===== src/rtl/qmux_sel_ctrl.sv =====
// qmux_sel_ctrl
//
// Sequences a change of the IS select on a QMUX global-clock multiplexer.
// A request is taken over a valid/ready handshake. For a real change the
// downstream clock enable is dropped first, IS is switched while the gate is
// closed, IS is held for a settle window, and then the enable is restored
// and completion is reported. A request for the value IS already has
// completes at once with a DONE pulse and touches nothing else.
//
// Runs on an always-on control clock that is independent of both muxed
// clocks. IS and CEN come straight from flops, so neither can glitch.
//
// Ports
//   QCK        in   control clock, rising-edge active
//   QRT        in   synchronous active-high reset
//   SEL_REQ    in   requested select (0 = GMUXIN, 1 = QHSCK), sampled on accept
//   REQ_VALID  in   request valid
//   REQ_READY  out  high in IDLE only (decoded from the state register)
//   IS         out  registered select to the QMUX
//   CEN        out  registered clock enable, low while switching
//   BUSY       out  high outside IDLE (decoded from the state register)
//   DONE       out  one-cycle registered completion pulse
//   SWCNT      out  number of completed real switches, wraps at 256
//
// State    | meaning
// ---------+---------------------------------------------------------------
// IDLE     | waiting for a request; CEN high, IS stable
// GATE     | CEN low, waiting GATE_CYCLES for the gate to close cleanly
// SWITCH   | single cycle in which IS takes the target value
// SETTLE   | CEN still low, IS held for SETTLE_CYCLES before re-enabling

module qmux_sel_ctrl #(
    parameter int GATE_CYCLES   = 4,
    parameter int SETTLE_CYCLES = 4
) (
    input  logic       QCK,
    input  logic       QRT,
    input  logic       SEL_REQ,
    input  logic       REQ_VALID,
    output logic       REQ_READY,
    output logic       IS,
    output logic       CEN,
    output logic       BUSY,
    output logic       DONE,
    output logic [7:0] SWCNT
);

    if (GATE_CYCLES < 1 || GATE_CYCLES > 255) begin : g_bad_gate
        $error("qmux_sel_ctrl: GATE_CYCLES must be in 1..255");
    end
    if (SETTLE_CYCLES < 1 || SETTLE_CYCLES > 255) begin : g_bad_settle
        $error("qmux_sel_ctrl: SETTLE_CYCLES must be in 1..255");
    end

    // Down-counter reload values; the terminal count is zero, so a window of
    // N cycles loads N-1.
    localparam logic [7:0] GATE_LOAD   = 8'(GATE_CYCLES - 1);
    localparam logic [7:0] SETTLE_LOAD = 8'(SETTLE_CYCLES - 1);

    typedef enum logic [1:0] {
        ST_IDLE   = 2'd0,
        ST_GATE   = 2'd1,
        ST_SWITCH = 2'd2,
        ST_SETTLE = 2'd3
    } state_t;

    state_t     state;
    state_t     state_nxt;
    logic [7:0] cnt;
    logic [7:0] cnt_nxt;
    logic       tgt;
    logic       tgt_nxt;
    logic       is_nxt;
    logic       cen_nxt;
    logic       done_nxt;
    logic [7:0] swcnt_nxt;

    always_comb begin
        state_nxt = state;
        cnt_nxt   = cnt;
        tgt_nxt   = tgt;
        is_nxt    = IS;
        cen_nxt   = CEN;
        done_nxt  = 1'b0;
        swcnt_nxt = SWCNT;

        case (state)
            ST_IDLE: begin
                if (REQ_VALID) begin
                    if (SEL_REQ == IS) begin
                        done_nxt = 1'b1;
                    end else begin
                        tgt_nxt   = SEL_REQ;
                        cen_nxt   = 1'b0;
                        cnt_nxt   = GATE_LOAD;
                        state_nxt = ST_GATE;
                    end
                end
            end
            ST_GATE: begin
                if (cnt == 8'd0) begin
                    state_nxt = ST_SWITCH;
                end else begin
                    cnt_nxt = cnt - 8'd1;
                end
            end
            ST_SWITCH: begin
                is_nxt    = tgt;
                cnt_nxt   = SETTLE_LOAD;
                state_nxt = ST_SETTLE;
            end
            ST_SETTLE: begin
                if (cnt == 8'd0) begin
                    cen_nxt   = 1'b1;
                    done_nxt  = 1'b1;
                    swcnt_nxt = SWCNT + 8'd1;
                    state_nxt = ST_IDLE;
                end else begin
                    cnt_nxt = cnt - 8'd1;
                end
            end
            default: begin
                state_nxt = ST_IDLE;
            end
        endcase
    end

    always_ff @(posedge QCK) begin
        if (QRT) begin
            state <= ST_IDLE;
            cnt   <= 8'd0;
            tgt   <= 1'b0;
            IS    <= 1'b0;
            CEN   <= 1'b1;
            DONE  <= 1'b0;
            SWCNT <= 8'd0;
        end else begin
            state <= state_nxt;
            cnt   <= cnt_nxt;
            tgt   <= tgt_nxt;
            IS    <= is_nxt;
            CEN   <= cen_nxt;
            DONE  <= done_nxt;
            SWCNT <= swcnt_nxt;
        end
    end

    assign REQ_READY = (state == ST_IDLE);
    assign BUSY      = (state != ST_IDLE);

endmodule


===== config.mk =====
export PLATFORM = sky130hd
export DESIGN_NAME = qmux_sel_ctrl
export DESIGN_NICKNAME = d
export VERILOG_FILES = /design/src/rtl/qmux_sel_ctrl.sv
export SDC_FILE = /design/constraint.sdc
export NUM_CORES = 1
export LEC_CHECK = 0
export BUFFER_PORTS_ARGS = -buffer_cell sky130_fd_sc_hd__buf_4
export CORE_UTILIZATION = 55
export DETAILED_ROUTE_END_ITERATION = 10
export PLACE_DENSITY = 0.81
export REMOVE_ABC_BUFFERS = 1
export SYNTH_ARGS = -nofsm -noshare
export SYNTH_HDL_FRONTEND = slang
export SYNTH_SLANG_ARGS = --single-unit

===== constraint.sdc =====
create_clock -name QCK -period 2.09 [get_ports QCK]
set_input_delay 0.418 -clock QCK [delete_from_list [all_inputs] [get_ports QCK]]
set_output_delay 0.418 -clock QCK [all_outputs]
set_load 0.05 [all_outputs]

== Yosys cells after proc, flatten, opt, wreduce, memory -nomap -nowiden ==
Cells that the tools add are included.

* Output and inout port bits: 13
* Input bits: 4
* Register bits after elaboration: 22
* Logic and storage cells: 46

* Eq/ne operators: 9
* Reduce and logical (&&, ||, !) cells: 10
* Bitwise operators: 1
* $add $sub $neg: 2
* Multiplexer cells: 17

{| class="wikitable"
|+ Operators with widths
! cell !! count
|-
| 2-to-1 mux 8 bit || 3
|-
| one-hot mux 8 bit (3 select lines) || 1
|-
| inequality test 2 bit, second input constant || 5
|-
| adder 8 x 1 -> 8 bit, second input constant || 1
|-
| logical NOT 8 bit || 1
|-
| 2-to-1 mux 2 bit || 4
|-
| one-hot mux 2 bit (4 select lines) || 1
|-
| AND reduction 4 bit || 2
|-
| subtractor 8 x 1 -> 8 bit, second input constant || 1
|-
| 2-to-1 mux 1 bit || 6
|-
| AND reduction 3 bit || 2
|-
| == test 2 bit, second input constant || 2
|-
| one-hot mux 1 bit (2 select lines) || 2
|-
| nonzero test 2 bit || 2
|-
| == test 2 x 1 -> 1 bit, second input constant || 1
|-
| logical NOT 2 bit || 1
|-
| AND reduction 2 bit || 1
|-
| OR reduction 2 bit || 1
|-
| == test 1 bit || 1
|-
| inverter 1 bit || 1
|}

== Depth between registers and ports, before layout ==
Gate-level depths: netlist of run 1.

* Depth after elaboration: 4
* Mapped depth: 7
* Gate-level depth less buffers: 6

== Worst setup path after synthesis of run 1 ==
Ideal clock, no wire load.

* Kind: reg2reg
* Start: reg state[0]
* End: reg cnt[6]
* Data required time: 2014 ps
* Stages on the path, launching flop included: 8
* Arrival time: 2254 ps
* Period minus slack after synthesis: 2330 ps
* Slack: -240 ps
* Path buffers: 1
* Setup time: 76 ps
* Cell sequence: dfxtp_1 -> inv_1 -> ha_1 -> clkbuf_1 -> inv_1 -> a21oi_1 -> or4_1 -> a21boi_0

* Elaborated cells between the ends (all ways): 10
* Those cells by class: eq/ne: 6; mux: 1; reduce/logical: 3

{| class="wikitable"
|+ RTL lines
! element !! line !! source
|-
| start, declared || 67 || <nowiki>state_t state;</nowiki>
|-
| start signal, assigned || 138 || <nowiki>state <= state_nxt;</nowiki>
|-
| logical NOT 2 bit * || n/a ||
|-
| net REQ_READY || 40 || <nowiki>output logic REQ_READY,</nowiki>
|-
| inequality test 2 bit (no source line) || n/a ||
|-
| AND reduction 3 bit (no source line) || n/a ||
|-
| end signal, assigned || 139 || <nowiki>cnt <= cnt_nxt;</nowiki>
|-
| end, declared || 69 || <nowiki>logic [7:0] cnt;</nowiki>
|}

The timed path passes the listed nets; every way through them passes the cells marked *.
A chain may end at the register's enable or synchronous reset.

== Worst setup path in the final report of run 1 ==
* Start: reg state[0]
* End: out BUSY

* Cells in the longest elaborated chain, start to end: 1

{| class="wikitable"
|+ RTL lines
! element !! line !! source
|-
| nonzero test 2 bit || 149 || <nowiki>assign BUSY = (state != ST_IDLE);</nowiki>
|-
| end, declared || 43 || <nowiki>output logic BUSY,</nowiki>
|}

Every way passes these cells.

==> impl_metrics.toml, run 1 <==
[cts]
postCtsSetupRepairBufs = 0
clk_latency_ns = 0.31
cts.repair.resized = 0
cts_tree = "built"
htreeDepth = 1
root_buffer = "clkbuf_4"
hold_buffers = 0
cts.path.max_buffers = 2
clkTransAtPathRegs_ns = 0.12
cts_made_buffers = 3
clock-sinks = 22

[finish]
fillers = 158
final_common_cell = "dfxtp_1"
nets = 166
area_delta_synth_final_pct = 16.4
diodes = 0
final_cell_mix = "dfxtp_1 (22), buf_4 (19), a21oi_1 (10), nor2_1 (10), nand2_1 (9)"
final_layout_size_suffix_gt1_frac = 0.175

[timing]
finalSetupViolCount = 0
fin_ws_ns = 0.168
hold_viol = 0
period_share = 0.919
rsz0062_at_grt = "no"
tns_ns = 0
worstMarginPinSlew_ns = 0.611
slew_violations = 0
fmax_mhz = 520
skew_ns = 0.00109
maxSlewHeadroom = 0.593
period_minus_slack_ns = 1.92

[routing]
dr.pass1.iters = 4
routedWlPerCell_um = 13.6
wl_met2_um = 1160
detail_route.drc_violations = 0
topRoutingLayerUsed = "met4"
antenna_left = 0
viasPerCell = 5.78
wl_met3_um = 75
drt_wl_total_um = 2460
met1_length_um = 1190
drtIter0Drc = 33
route.vias.total = 1047

[critical_path]
cp_num_cells = 4
cp_top_family = "buffers and inverters"
slowest_delay_ns = 0.41
arrival_ns = 1.50
crit_path_start_kind = "register"
cp_common_cell = "inv_1"
cp_max_fo = 9
required_ns = 1.67
cp_slowest_cell = "dfxtp_1"
worst-r2r-cell-count = 7
path_buf_inv = 3
path_cells = "inv_1 -> ha_1 -> inv_1 -> buf_4"
cp-end-kind = "output port"
crit_type = "reg -> out"

[power_and_ir_drop]
p_seq_frac = 0.315
p_per_area_mw_per_mm2 = 1480
p_clk_frac = 0.116
p_sw_frac = 0.464
switching_power_mw = 0.941
internal_power_mw = 1.09
ir_worst_vdd_mv = 1.26
power_frac_comb = 0.569
p_leak_nw = 0.583

[placed_design]
io_buffers = 16
dpl.hpwl_um = 1790
preCtsSetupSlack_ns = 0.226
routabilityCongestion = 0.905

[run]
max_cap_viol_count = 0

[global_routing]
grtUsageTotal = 0.240
grt_pass1_wl_um = 3850
antenna_found_initial = 0
gr-total-overflow = 0
grt_start_max_net_pins = 18
grt_pass1_vias = 868

[yosys]
yosysUniqueCellTypes = 35
ys_async_sr_fraction = 0
ys_seq_area_frac = 0.374
synth_edf_count = 0
synth_largest_area_cell = "dfxtp_1"
ys_seq_elements = 22
synth_warnings = 0
synth_top_cell_area_share = 0.374
synth_area_leaders = "dfxtp_1 (37%), ha_1 (7.4%), a21oi_1 (4.3%), mux2i_1 (4.3%), xor2_1 (3.7%)"
syn_avg_cell_area_sq_um = 8.65
synth_area_sq_mm = 0.00118
syn_inst = 136
ys.flop_type = "dfxtp_1"

[outcome]
outcome = "completed"

[worst_hold_path]
holdCritPathClass = "in -> reg"
hold_path_depth = 3

[die]
core_area_sq_mm = 0.00198
start_util = 0.593
ios = 17
row_count = 16
die_h_um = 48.2
fp.dieW_um = 48.2
die_area_sq_mm = 0.00233
[path summary, 6_finish.rpt]
check | slack [ns] | end | startpoint
setup / recovery | 0.17 | BUSY | state[0]
hold / removal | 0.39 | tgt | SEL_REQ
setup reg to reg | 0.18 | cnt[6] | state[1]
hold reg to reg | 0.49 | tgt | tgt
[Yosys cell counts (2+ instances only)]
| library cell | count |
|---|---|
| a211oi_1 | 2 |
| a21boi_0 | 3 |
| a21o_1 | 2 |
| a21oi_1 | 10 |
| and3_1 | 3 |
| clkbuf_1 | 3 |
| dfxtp_1 | 22 |
| ha_1 | 7 |
| inv_1 | 6 |
| mux2i_1 | 5 |
| nand2_1 | 9 |
| nand2b_1 | 3 |
| nand3_1 | 6 |
| nand4_1 | 4 |
| nor2_1 | 10 |
| nor3_1 | 6 |
| o21ai_0 | 5 |
| o31ai_1 | 3 |
| or3_1 | 6 |
| or4_1 | 2 |
| xor2_1 | 5 |
[stage by stage]
step / utilization / hold WS (ns) / total power, mW / cells / instance area, sq um
after floorplan: - / 0.440 / 1.48 / 131 / 1160
after global placement: 0.672 / 0.467 / 1.75 / 177 / 1330
after detailed placement: 0.672 / 0.466 / 1.78 / 177 / 1330
after CTS: 0.691 / 0.386 / 2.02 / 181 / 1370
after global routing: 0.691 / 0.400 / 2.17 / 181 / 1370
final: 0.691 / 0.391 / 2.03 / 181 / 1370
[cells by family (layout without fill, tap and decap cells)]
logic type,Yosys count,count (layout),synth area share
AOI/OAI and AO/OA,29,29,0.160
xor gates and xnor gates,6,6,0.0447
adders and majority gates,7,7,0.0745
buffers and inverters,11,29,0.0362
DFF,22,22,0.374
muxes,5,5,0.0426
and+or+nand+nor,56,56,0.268
[worst reg2reg max path: stages (launching register included)]
cell and delay [ns]:
dfxtp_1 0.42, inv_1 0.08, ha_1 0.22, nor2_1 0.23, nor3_1 0.10, buf_4 0.16
or4_1 0.47, a21boi_0 0.17
[area by class of cell]
cell class / instances / area (sq um) / share of cell area
sequential: 22 / 440 / 0.322
tap: 27 / 33.8 / 0.0247
multi-input combinational: 103 / 693 / 0.506
inverter: 6 / 22.5 / 0.0165
timing repair buffer: 19 / 143 / 0.104
clock buffer: 4 / 36.3 / 0.0265
[power by group through the flow]
stage          logic (mW)  clock network, mW  registers [mW]
2_1_floorplan       0.827                  0           0.650
3_3_place_gp         1.11                  0           0.635
3_5_place_dp         1.14                  0           0.644
4_1_cts              1.14              0.242           0.635
5_1_grt              1.26              0.257           0.654
6_report             1.15              0.235           0.638
[flip-flops by register name, summed over array words and instances (netlist names)]
name,flops
CEN,1
DONE,1
IS,1
SWCNT,8
cnt,8
state,2
tgt,1
[metal layers]
layer / vias to the layer above / track usage
met4: 0 / 0.0833
met1: 495 / 0.330
met5: - / 0
met3: 4 / 0.0444
li1: 526 / -
met2: 22 / 0.376
No activity file was read; power rests on OpenSTA's default activity.
==> inputs of run 2 (changes only) <==
==> constraint.sdc (replaced) <==
create_clock -name QCK -period 2.09 [get_ports QCK]
set_input_delay 0.209 -clock QCK [delete_from_list [all_inputs] [get_ports QCK]]
set_output_delay 0.209 -clock QCK [all_outputs]
set_load 0.05 [all_outputs]
==> run 2 against run 1 <==
- via count decreased by 0.67%
- flip-flop and latch count unchanged
- non-clock buffer count unchanged
- critical endpoint is now cnt[7]
- largest power group unchanged
- highest routed layer unchanged
==> impl_metrics.toml, run 2 (synthesis results as in run 1) <==
[outcome]
outcome = "completed"

[global_routing]
grt_pass1_vias = 855
grtUsageTotal = 0.215
gr-total-overflow = 0
antenna_found_initial = 0
grt_start_max_net_pins = 18
grt_pass1_wl_um = 3550

[placed_design]
routabilityCongestion = 0.920
dpl.hpwl_um = 1720
io_buffers = 16
postPlaceCellArea_sq_mm = 0.00133

[die]
die_area_sq_mm = 0.00233
start_util = 0.593
ios = 17
die_h_um = 48.2
row_count = 16
core_area_sq_mm = 0.00198
fp.dieW_um = 48.2

[cts]
clk_latency_ns = 0.30
cts_tree = "built"
root_buffer = "clkbuf_4"
cts.repair.resized = 0
htreeDepth = 1
clkTransAtPathRegs_ns = 0.11
postCtsSetupRepairBufs = 0
hold_buffers = 0
clock-sinks = 22
cts_made_buffers = 3
cts.path.max_buffers = 2

[power_and_ir_drop]
ir_worst_vdd_mv = 1.35
p_leak_nw = 0.576
p_per_area_mw_per_mm2 = 1450
power_mw = 1.96

[timing]
worstMarginPinSlew_ns = 0.596
period_minus_slack_ns = 1.90
maxSlewHeadroom = 0.603
fmax_mhz = 526
skew_ns = 0.00345
hold_viol = 0
finalSetupViolCount = 0
slew_violations = 0
period_share = 0.910
rsz0062_at_grt = "no"

[critical_path]
crit_path_start_kind = "register"
rrSetupSlack_ns = 0.19
cp-end-kind = "register"
required_ns = 2.33
worst-r2r-cell-count = 6
critical_path.startpoint = "cnt[0]"
timing.rr.start = "cnt[0]"
arrival_ns = 2.14
cp_max_fo = 6
critical_path.endpoint = "cnt[7]"
rr_endpoint = "cnt[7]"
crit_type = "reg -> reg"

[finish]
final_cell_mix = "dfxtp_1 (22), buf_4 (19), a21oi_1 (10), nor2_1 (10), nand2_1 (9)"
final_common_cell = "dfxtp_1"
fillers = 153
area_delta_synth_final_pct = 15.2
fin_area_sq_mm = 0.00136
nets = 166
diodes = 0
final_layout_size_suffix_gt1_frac = 0.170
reg_top3 = "SWCNT (8), cnt (8), state (2)"

[run]
max_cap_viol_count = 0

[routing]
detail_route.drc_violations = 0
dr.pass1.iters = 4
antenna_left = 0
drtIter0Drc = 25
routedWlPerCell_um = 12.8
route.vias.total = 1040
drt_wl_total_um = 2300
viasPerCell = 5.78

[worst_hold_path]
holdCritPathClass = "in -> reg"
hold_path_depth = 3
==> run 2: where the power goes <==
| group | leakage [nW] | switching (mW) | internal (mW) |
|---|---|---|---|
| Sequential | 0.179 | 0.119 | 0.518 |
| Combinational | 0.383 | 0.675 | 0.461 |
| Clock | 0.0138 | 0.119 | 0.0673 |
| Total | 0.576 | 0.914 | 1.05 |
==> run 2: area by class of cell <==
class	count	area (sq um)	share of cell area
clock buffers	3	22.5	0.0166
inverters	6	22.5	0.0166
multi-input cells	103	693	0.512
flip-flops and latches	22	440	0.325
well taps	27	33.8	0.0249
repair buffers	19	143	0.105
==> run 2: critical path, cell delays in order, from the launching register on <==
cell and delay (ns):
dfxtp_1 0.34, inv_1 0.10, ha_1 0.18, or3b_2 0.48, or3_1 0.42, nand4_1 0.14, mux2i_1 0.18
==> run 2: routing by layer <==
metal	vias up	GRT usage	routed length [um]
li1	528	-	-
met1	485	0.300	1090
met5	-	0	0
met4	0	0.0722	31
met3	5	0.0444	80
met2	22	0.328	1100
==> run 2: how the worst min path moves through the flow <==
| stage | startpoint | to | slack (ns) |
|---|---|---|---|
| 4_1_cts | SEL_REQ | tgt | 0.18 |
| 5_1_grt | QRT | tgt | 0.20 |
| 3_3_place_gp | tgt | tgt | 0.47 |
| 6_report | SEL_REQ | tgt | 0.18 |
| 3_5_place_dp | tgt | tgt | 0.48 |
| 2_1_floorplan | QRT | SWCNT[5] | 0.28 |
==> run 2: metrics by stage <==
step           setup WS, ns  setup TNS (ns)   util  instances  hold WS, ns
2_1_floorplan        -0.153          -0.657      -        131        0.278
3_5_place_dp          0.234               0  0.672        177        0.477
6_report              0.188               0  0.684        180        0.181
3_3_place_gp          0.266               0  0.672        177        0.466
4_1_cts               0.183               0  0.684        180        0.181
5_1_grt              0.0169               0  0.684        180        0.203
